`config.mk`:
```
export PLATFORM = sky130hd
export DESIGN_NAME = core_mem_arbiter
export DESIGN_NICKNAME = d
export VERILOG_FILES = /design/src/rtl/core_mem_arbiter.sv
export SDC_FILE = /design/constraint.sdc
export NUM_CORES = 1
export LEC_CHECK = 0
export ABC_AREA = 1
export BUFFER_PORTS_ARGS = -buffer_cell sky130_fd_sc_hd__buf_2
export CELL_PAD_IN_SITES_DETAIL_PLACEMENT = 0
export CELL_PAD_IN_SITES_GLOBAL_PLACEMENT = 2
export CORE_MARGIN = 5
export CORE_UTILIZATION = 23
export DETAILED_ROUTE_END_ITERATION = 8
export MAX_ROUTING_LAYER = met4
export PLACE_DENSITY_LB_ADDON = 0.1
export RECOVER_POWER = 25
export SYNTH_ARGS = -nofsm -noshare
export SYNTH_HDL_FRONTEND = slang
export SYNTH_SLANG_ARGS = --single-unit
```
`constraint.sdc`:
```
create_clock -name clock -period 4.04 [get_ports clock]
set_clock_uncertainty 0.2 [all_clocks]
set_input_delay 0.202 -clock clock [delete_from_list [all_inputs] [get_ports clock]]
set_output_delay 0.202 -clock clock [all_outputs]
set_load 0.1 [all_outputs]
```
`src/rtl/core_mem_arbiter.sv`:
```
// core_mem_arbiter: serialises fetch and data requests onto one memory port, data-first; `ARB_STARVE_GUARD_EN adds a fetch starvation guard
module core_mem_arbiter #(
  parameter int ADDR_W     = 64,
  parameter int STARVE_MAX = 8
) (
  input  logic              clock,
  input  logic              reset,
  input  logic              i_req,
  input  logic [ADDR_W-1:0] i_addr,
  output logic              i_ready,
  output logic              i_rvalid,
  output logic [31:0]       i_rdata,
  input  logic              d_req,
  input  logic              d_we,
  input  logic [ADDR_W-1:0] d_addr,
  input  logic [63:0]       d_wdata,
  input  logic [7:0]        d_wstrb,
  output logic              d_ready,
  output logic              d_rvalid,
  output logic [63:0]       d_rdata,
  output logic              m_req,
  output logic              m_we,
  output logic [ADDR_W-1:0] m_addr,
  output logic [63:0]       m_wdata,
  output logic [7:0]        m_wstrb,
  input  logic              m_ready,
  input  logic              m_rvalid,
  input  logic [63:0]       m_rdata
);
  typedef enum logic [1:0] {IDLE, REQ, WAIT, RESP} state_t;
  state_t      state;
  logic        own_d;
  logic        word_sel;
  logic [63:0] rdata;
  logic        force_i;
  logic        grant_d;
  logic        grant_i;
  logic        unused_bits;
  assign unused_bits = ^{i_addr[1:0], d_addr[2:0]};
`ifdef ARB_STARVE_GUARD_EN
  localparam int CW = $clog2(STARVE_MAX + 1);
  logic [CW-1:0] starve_cnt;
  assign force_i = starve_cnt == CW'(STARVE_MAX);
  // count data grants that made a waiting fetch lose; any fetch grant or idle fetch clears it
  always_ff @(posedge clock) begin
    if (reset) starve_cnt <= '0;
    else if (grant_i || (state == IDLE && !i_req)) starve_cnt <= '0;
    else if (grant_d && !force_i) starve_cnt <= starve_cnt + 1'b1;
  end
`else
  assign force_i = 1'b0;
`endif
  assign grant_d  = state == IDLE && d_req && !(i_req && force_i);
  assign grant_i  = state == IDLE && i_req && !grant_d;
  assign i_ready  = grant_i;
  assign d_ready  = grant_d;
  assign m_req    = state == REQ;
  assign i_rvalid = state == RESP && !own_d;
  assign d_rvalid = state == RESP && own_d;
  assign i_rdata  = word_sel ? rdata[63:32] : rdata[31:0];
  assign d_rdata  = rdata;
  // transaction FSM: latch the granted request, hold it through the handshake, capture the response
  always_ff @(posedge clock) begin
    if (reset) begin
      state    <= IDLE;
      own_d    <= 1'b0;
      word_sel <= 1'b0;
      rdata    <= '0;
      m_we     <= 1'b0;
      m_addr   <= '0;
      m_wdata  <= '0;
      m_wstrb  <= '0;
    end else begin
      case (state)
        IDLE: begin
          if (grant_d) begin
            own_d   <= 1'b1;
            m_we    <= d_we;
            m_addr  <= {d_addr[ADDR_W-1:3], 3'b000};
            m_wdata <= d_wdata;
            m_wstrb <= d_wstrb;
            state   <= REQ;
          end else if (grant_i) begin
            own_d    <= 1'b0;
            word_sel <= i_addr[2];
            m_we     <= 1'b0;
            m_addr   <= {i_addr[ADDR_W-1:3], 3'b000};
            m_wdata  <= '0;
            m_wstrb  <= '0;
            state    <= REQ;
          end
        end
        REQ: begin
          if (m_ready && m_rvalid) begin
            rdata <= m_rdata;
            state <= RESP;
          end else if (m_ready) begin
            state <= WAIT;
          end
        end
        WAIT: begin
          if (m_rvalid) begin
            rdata <= m_rdata;
            state <= RESP;
          end
        end
        RESP: state <= IDLE;
        default: state <= IDLE;
      endcase
    end
  end
endmodule

```
==> After elaboration in Yosys (flattened, before gate mapping) <==
Cells that the tools add are included.
Widths: inputs -> output; s select.
{ "totals": {"reg_bits": 205, "in_bits": 271, "word_cells": 50} }
{ "classes": {"n_eq_ne": 7, "n_mux": 19, "bitwise": 1, "n_reduce_logical": 15} }
{ "op_table": {"columns": ["op", "n"], "rows": [
  ["$mux 64", 6],
  ["$pmux 64 s2", 1],
  ["$mux 32", 1],
  ["$mux 8", 2],
  ["$mux 2", 5],
  ["$reduce_and 3->1", 3],
  ["$pmux 2 s4", 1],
  ["$logic_and 1x1->1", 6],
  ["$eq 2x2->1 const B", 2],
  ["$reduce_bool 2->1", 2],
  ["$mux 1", 3],
  ["$ne 3x1->1 const B", 1],
  ["$ne 3x3->1 const B", 1],
  ["$eq 2x1->1 const B", 1],
  ["$logic_not 1->1", 2],
  ["$logic_not 2->1", 1],
  ["$ne 2x1->1 const B", 1],
  ["$ne 2x2->1 const B", 1],
  ["$reduce_and 2->1", 1],
  ["$not 1->1", 1]
]} }

==> Longest topological paths before layout <==
{ "logic_depth": {"depth_word": 7, "depth_mapped": 11} }

==> Least setup slack after synthesis <==
No wires, ideal clock.
{ "synth_timing": {"kind": "register -> output", "start": "register rdata[0] (netlist: d_rdata[0])", "end": "output i_rdata[0]", "arrival_time_ns": 3.199, "path_slack_ns": 0.439, "stages_incl_launch_ff": 3, "path_cell_list": "dfxtp_1 > inv_1 > o21ai_0"} }
{ "synth_via": {"elab_chain_len": 1} }
{ "synth_lines": {"columns": ["element", "line", "rtl"], "rows": [
  ["start: declaration", "34", "logic [63:0] rdata;"],
  ["start signal: assignment", "95", "rdata <= m_rdata;"],
  ["start signal: assignment", "103", "rdata <= m_rdata;"],
  ["$mux 32", "60", "assign i_rdata = word_sel ? rdata[63:32] : rdata[31:0];"],
  ["end: declaration", "12", "output logic [31:0] i_rdata,"]
]} }
No other way between the ends.

==> Worst setup path after layout <==
{ "layout_timing": {"start": "register state[1]", "end": "register word_sel"} }
{ "layout_via": {"elab_chain_len": 5} }
{ "layout_lines": {"columns": ["element", "line", "rtl"], "rows": [
  ["start: declaration", "31", "state_t state;"],
  ["start signal: assignment", "65", "state <= IDLE;"],
  ["start signal: assignment", "82", "state <= REQ;"],
  ["start signal: assignment", "90", "state <= REQ;"],
  ["$logic_not 2->1 (*)", "53, 54, 74", null],
  ["$logic_and 1x1->1", "53", "assign grant_d = state == IDLE && d_req && !(i_req && force_i);"],
  ["$logic_not 1->1", "54", "assign grant_i = state == IDLE && i_req && !grant_d;"],
  ["$logic_and 1x1->1", "54", null],
  ["$reduce_and 3->1 (no line) (*)", null, null],
  ["end signal: assignment", "85", "word_sel <= i_addr[2];"],
  ["end: declaration", "33", "logic word_sel;"]
]} }
Mark *: on every way between the ends. The rest lies on a longest branch, timed or not.
A chain may end at the register's enable or synchronous reset.

==> impl_metrics.yaml <==
synth:
  mappedNetlistArea_um2: 8440
  ys_seq_elements: 202
  avg_cell_area_syn_um2: 7.15
  synth.area.top_cells: "sky130_fd_sc_hd__dfxtp_1 (48%), sky130_fd_sc_hd__nand2_1 (18%), sky130_fd_sc_hd__a21oi_1 (8.2%)"
  synth_top_area_cell: "sky130_fd_sc_hd__dfxtp_1"
  post_synth_num_cell_types: 20
  yosys_warning_total: 0
  synthesis.instances: 1181
  synth_sequential_area_ratio_pct: 47.9
  netlist.area_leader.share_pct: 47.9
grt:
  globalRoute.totalOverflow: 0
  number_of_global_route_vias_before_repair: 10700
  grt_max_degree: 97
  grt_antenna_before_repair: 9
  groute.usage.overall_pct: 19.2
  grt_first_pass_wirelength_um: 61300
final_layout:
  fillerInstances: 4006
  final_net_count: 2197
  final-instance-count-excl-fill: 2413
  layout-drive-gt1-share_pct: 25.7
  seqCellArea_um2: 4050
  mostFrequentLayoutCell: "sky130_fd_sc_hd__nand2_1"
  area_of_the_multi_input_gates_um2: 3760
  finish.utilization_pct: 40.5
  highest_count_cells_in_the_layout_ignoring_fill_and_taps: "sky130_fd_sc_hd__nand2_1 (401), sky130_fd_sc_hd__buf_2 (390), sky130_fd_sc_hd__dlygate4sd3_1 (287)"
  synthToLayoutAreaGrowth_pct: 74.9
worst_setup_path:
  critical_path.reg2reg.startpoint: "state[1]$_SDFFE_PP0P_"
  timing.setup.critical_path_class: "reg -> reg"
  crit_path_max_fanout: 65
  cp-start-kind: "flip-flop"
  worstRegToRegCells: 9
  cp_data_required_time_ps: 4310
  worst_setup_end_kind: "flip-flop"
  arrival_ps: 3610
  r2r_slack_ps: 700
  rr_endpoint: "word_sel$_SDFFE_PP0P_"
placement:
  dpl_worst_slack_ps: 1460
  port_buffers: 500
  gp_congestion: 0.789
  dp_cells: 2073
  hpwlAfterDp_um: 27800
sta:
  layout_worst_path_cycle_share_pct: 82.6
  final_max_slew_viol_count: 0
  hold-worst-slack_ps: 111
  report.final.hold_viol_count: 0
  finalWorstSetupSlack_ps: 702
  final_period_minus_worst_setup_slack_ps: 3340
  worst_slew_margin_relative_to_its_limit_pct: 14.7
  grt_setup_unrepaired: "no"
  fmax_mhz: 300
  setup_viol_count_final: 0
  tightest_slew_ps: 1280
  setup-tns-final_ps: 0
floorplanning:
  die_y_um: 202
  initial_core_utilization_pct: 23.2
  floorplan.core_area_um2: 36400
  chipWidth_um: 202
  rows: 70
  fp.dieArea_um2: 40600
  ioPinCount: 509
flow_run:
  max-cap-violations: 0
detailed_routing:
  drt_iter0_drc: 376
  drtAntennaViolNets: 0
  finalWirelength_um: 40000
  avgRoutedWirePerCell_um: 16.6
  detail_route.first_pass.iterations: 6
  count_of_unresolved_drc_violations_after_routing: 0
  num_vias: 10300
  avgViaCountPerCell: 4.27
pwr:
  power.ir.vdd_worst_v: 0.000460
  power_density_nw_per_um2: 945
  total_leakage_power_uw: 0.00685
clock_tree:
  cts.clk_slew.worst_paths_ps: 60
  ctsLongestPathBuffers: 3
  cts-buffers-inserted: 26
  tritoncts: "done"
  cts.sinks: 202
  cts_root_buf: "sky130_fd_sc_hd__clkbuf_16"
  clock_tree.htree_level_count: 1
  cts_setup_buffers: 0
  insertion_delay_ps: 530
worst_hold_path:
  hold_crit_endpoint: "state[1]$_SDFFE_PP0P_"
  worst_hold_path.num_cells: 7
  min_from: "d_req"
  min_path_type: "in -> reg"
run_status:
  result_of_the_run: "finished, final reports clean"
sequential cells by signal, indices dropped and copies added, names as in the netlist:
register  count
m_addr       61
state         2
d_rdata      64
m_we          1
own_d         1
word_sel      1
m_wdata      64
m_wstrb       8
critical path, stage by stage, from the launching register on:
cell                            delay [ps]
sky130_fd_sc_hd__dfxtp_1               350
sky130_fd_sc_hd__inv_1                 140
sky130_fd_sc_hd__ha_1                  200
sky130_fd_sc_hd__nand2_2               130
sky130_fd_sc_hd__inv_4                 550
sky130_fd_sc_hd__buf_4                 450
sky130_fd_sc_hd__nor3_1                 80
sky130_fd_sc_hd__dlygate4sd3_1         560
sky130_fd_sc_hd__nor2_1                 90
sky130_fd_sc_hd__dlygate4sd3_1         540
stage by stage:
| step | area [um2] | total power, uW |
|---|---|---|
| finish | 14800 | 14000 |
| global route | 14800 | 14600 |
| CTS | 14900 | 14200 |
| detailed placement | 11200 | 11500 |
| global placement | 11200 | 11500 |
| floorplan | 8450 | 9940 |
worst max path at each step:
| stage | startpoint | to | cells after the start |
|---|---|---|---|
| 3_3_place_gp | state[0]$_SDFFE_PP0P_ | m_addr[37]$_SDFFE_PP0P_ | 8 |
| 2_1_floorplan | d_rdata[0]$_SDFFE_PP0P_ | i_rdata[0] | 2 |
| 5_1_grt | state[0]$_SDFFE_PP0P_ | word_sel$_SDFFE_PP0P_ | 9 |
| 4_1_cts | state[0]$_SDFFE_PP0P_ | word_sel$_SDFFE_PP0P_ | 9 |
| 6_report | state[1]$_SDFFE_PP0P_ | word_sel$_SDFFE_PP0P_ | 9 |
| 3_5_place_dp | state[0]$_SDFFE_PP0P_ | m_addr[37]$_SDFFE_PP0P_ | 8 |
repair_timing:
item,CTS,global route
hold buffers,287,0
resized for setup,0,0
hold endpoints to repair,201,0
setup endpoints to repair,0,0
layout make-up:
| type | count | area share, % |
|---|---|---|
| diodes | 9 | 0.152 |
| clock buffers | 42 | 5.43 |
| clock inverters | 2 | 0.0678 |
| inverters | 44 | 1.15 |
| multi-input cells | 847 | 25.5 |
| flip-flops and latches | 202 | 27.4 |
| well taps | 468 | 3.96 |
| repair buffers | 799 | 36.4 |
power by group:
group          internal (uW)  switching, uW
Clock                   1340            897
Sequential              2620            351
Combinational           1430           7320
Total                   5390           8560
routing by layer:
| metal | share of wire [%] | vias up | global-route usage (%) |
|---|---|---|---|
| met4 | 3.9 | 0 | 6.15 |
| met3 | 7.3 | 78 | 5.58 |
| li1 | - | 5240 | - |
| met1 | 40 | 4660 | 21.1 |
| met2 | 49 | 323 | 33.6 |
| met5 | 0 | - | - |
cells by family (layout without fill, tap and decap cells):
| kind of cell | count (synthesis) | count (layout) | share of synthesized area [%] |
|---|---|---|---|
| buffers and inverters | 134 | 887 | 7.60 |
| other | 1 | 12 | 0.0444 |
| adder cells (fa/ha/maj) | 6 | 6 | 0.889 |
| AND/OR/NAND/NOR | 571 | 571 | 27.6 |
| flip-flops | 202 | 202 | 47.9 |
| AO/OA/AOI/OAI | 267 | 267 | 16.0 |
Yosys cell counts:
cell                         n
sky130_fd_sc_hd__nand2_1   401
sky130_fd_sc_hd__dfxtp_1   202
sky130_fd_sc_hd__a21oi_1   139
sky130_fd_sc_hd__o21ai_0   127
sky130_fd_sc_hd__nor2_1     79
sky130_fd_sc_hd__nor2_2     50
sky130_fd_sc_hd__clkbuf_1   46
sky130_fd_sc_hd__inv_1      42
sky130_fd_sc_hd__nand3_1    35
sky130_fd_sc_hd__buf_2      21
sky130_fd_sc_hd__buf_4      16
sky130_fd_sc_hd__buf_6       7
sky130_fd_sc_hd__ha_1        6
sky130_fd_sc_hd__nand2_2     3
sky130_fd_sc_hd__inv_2       2
sky130_fd_sc_hd__a21oi_4     1
sky130_fd_sc_hd__conb_1      1
sky130_fd_sc_hd__nand4_1     1
sky130_fd_sc_hd__nor2_4      1
sky130_fd_sc_hd__nor3_1      1
Note: power is estimated with default switching activity, not from simulation.
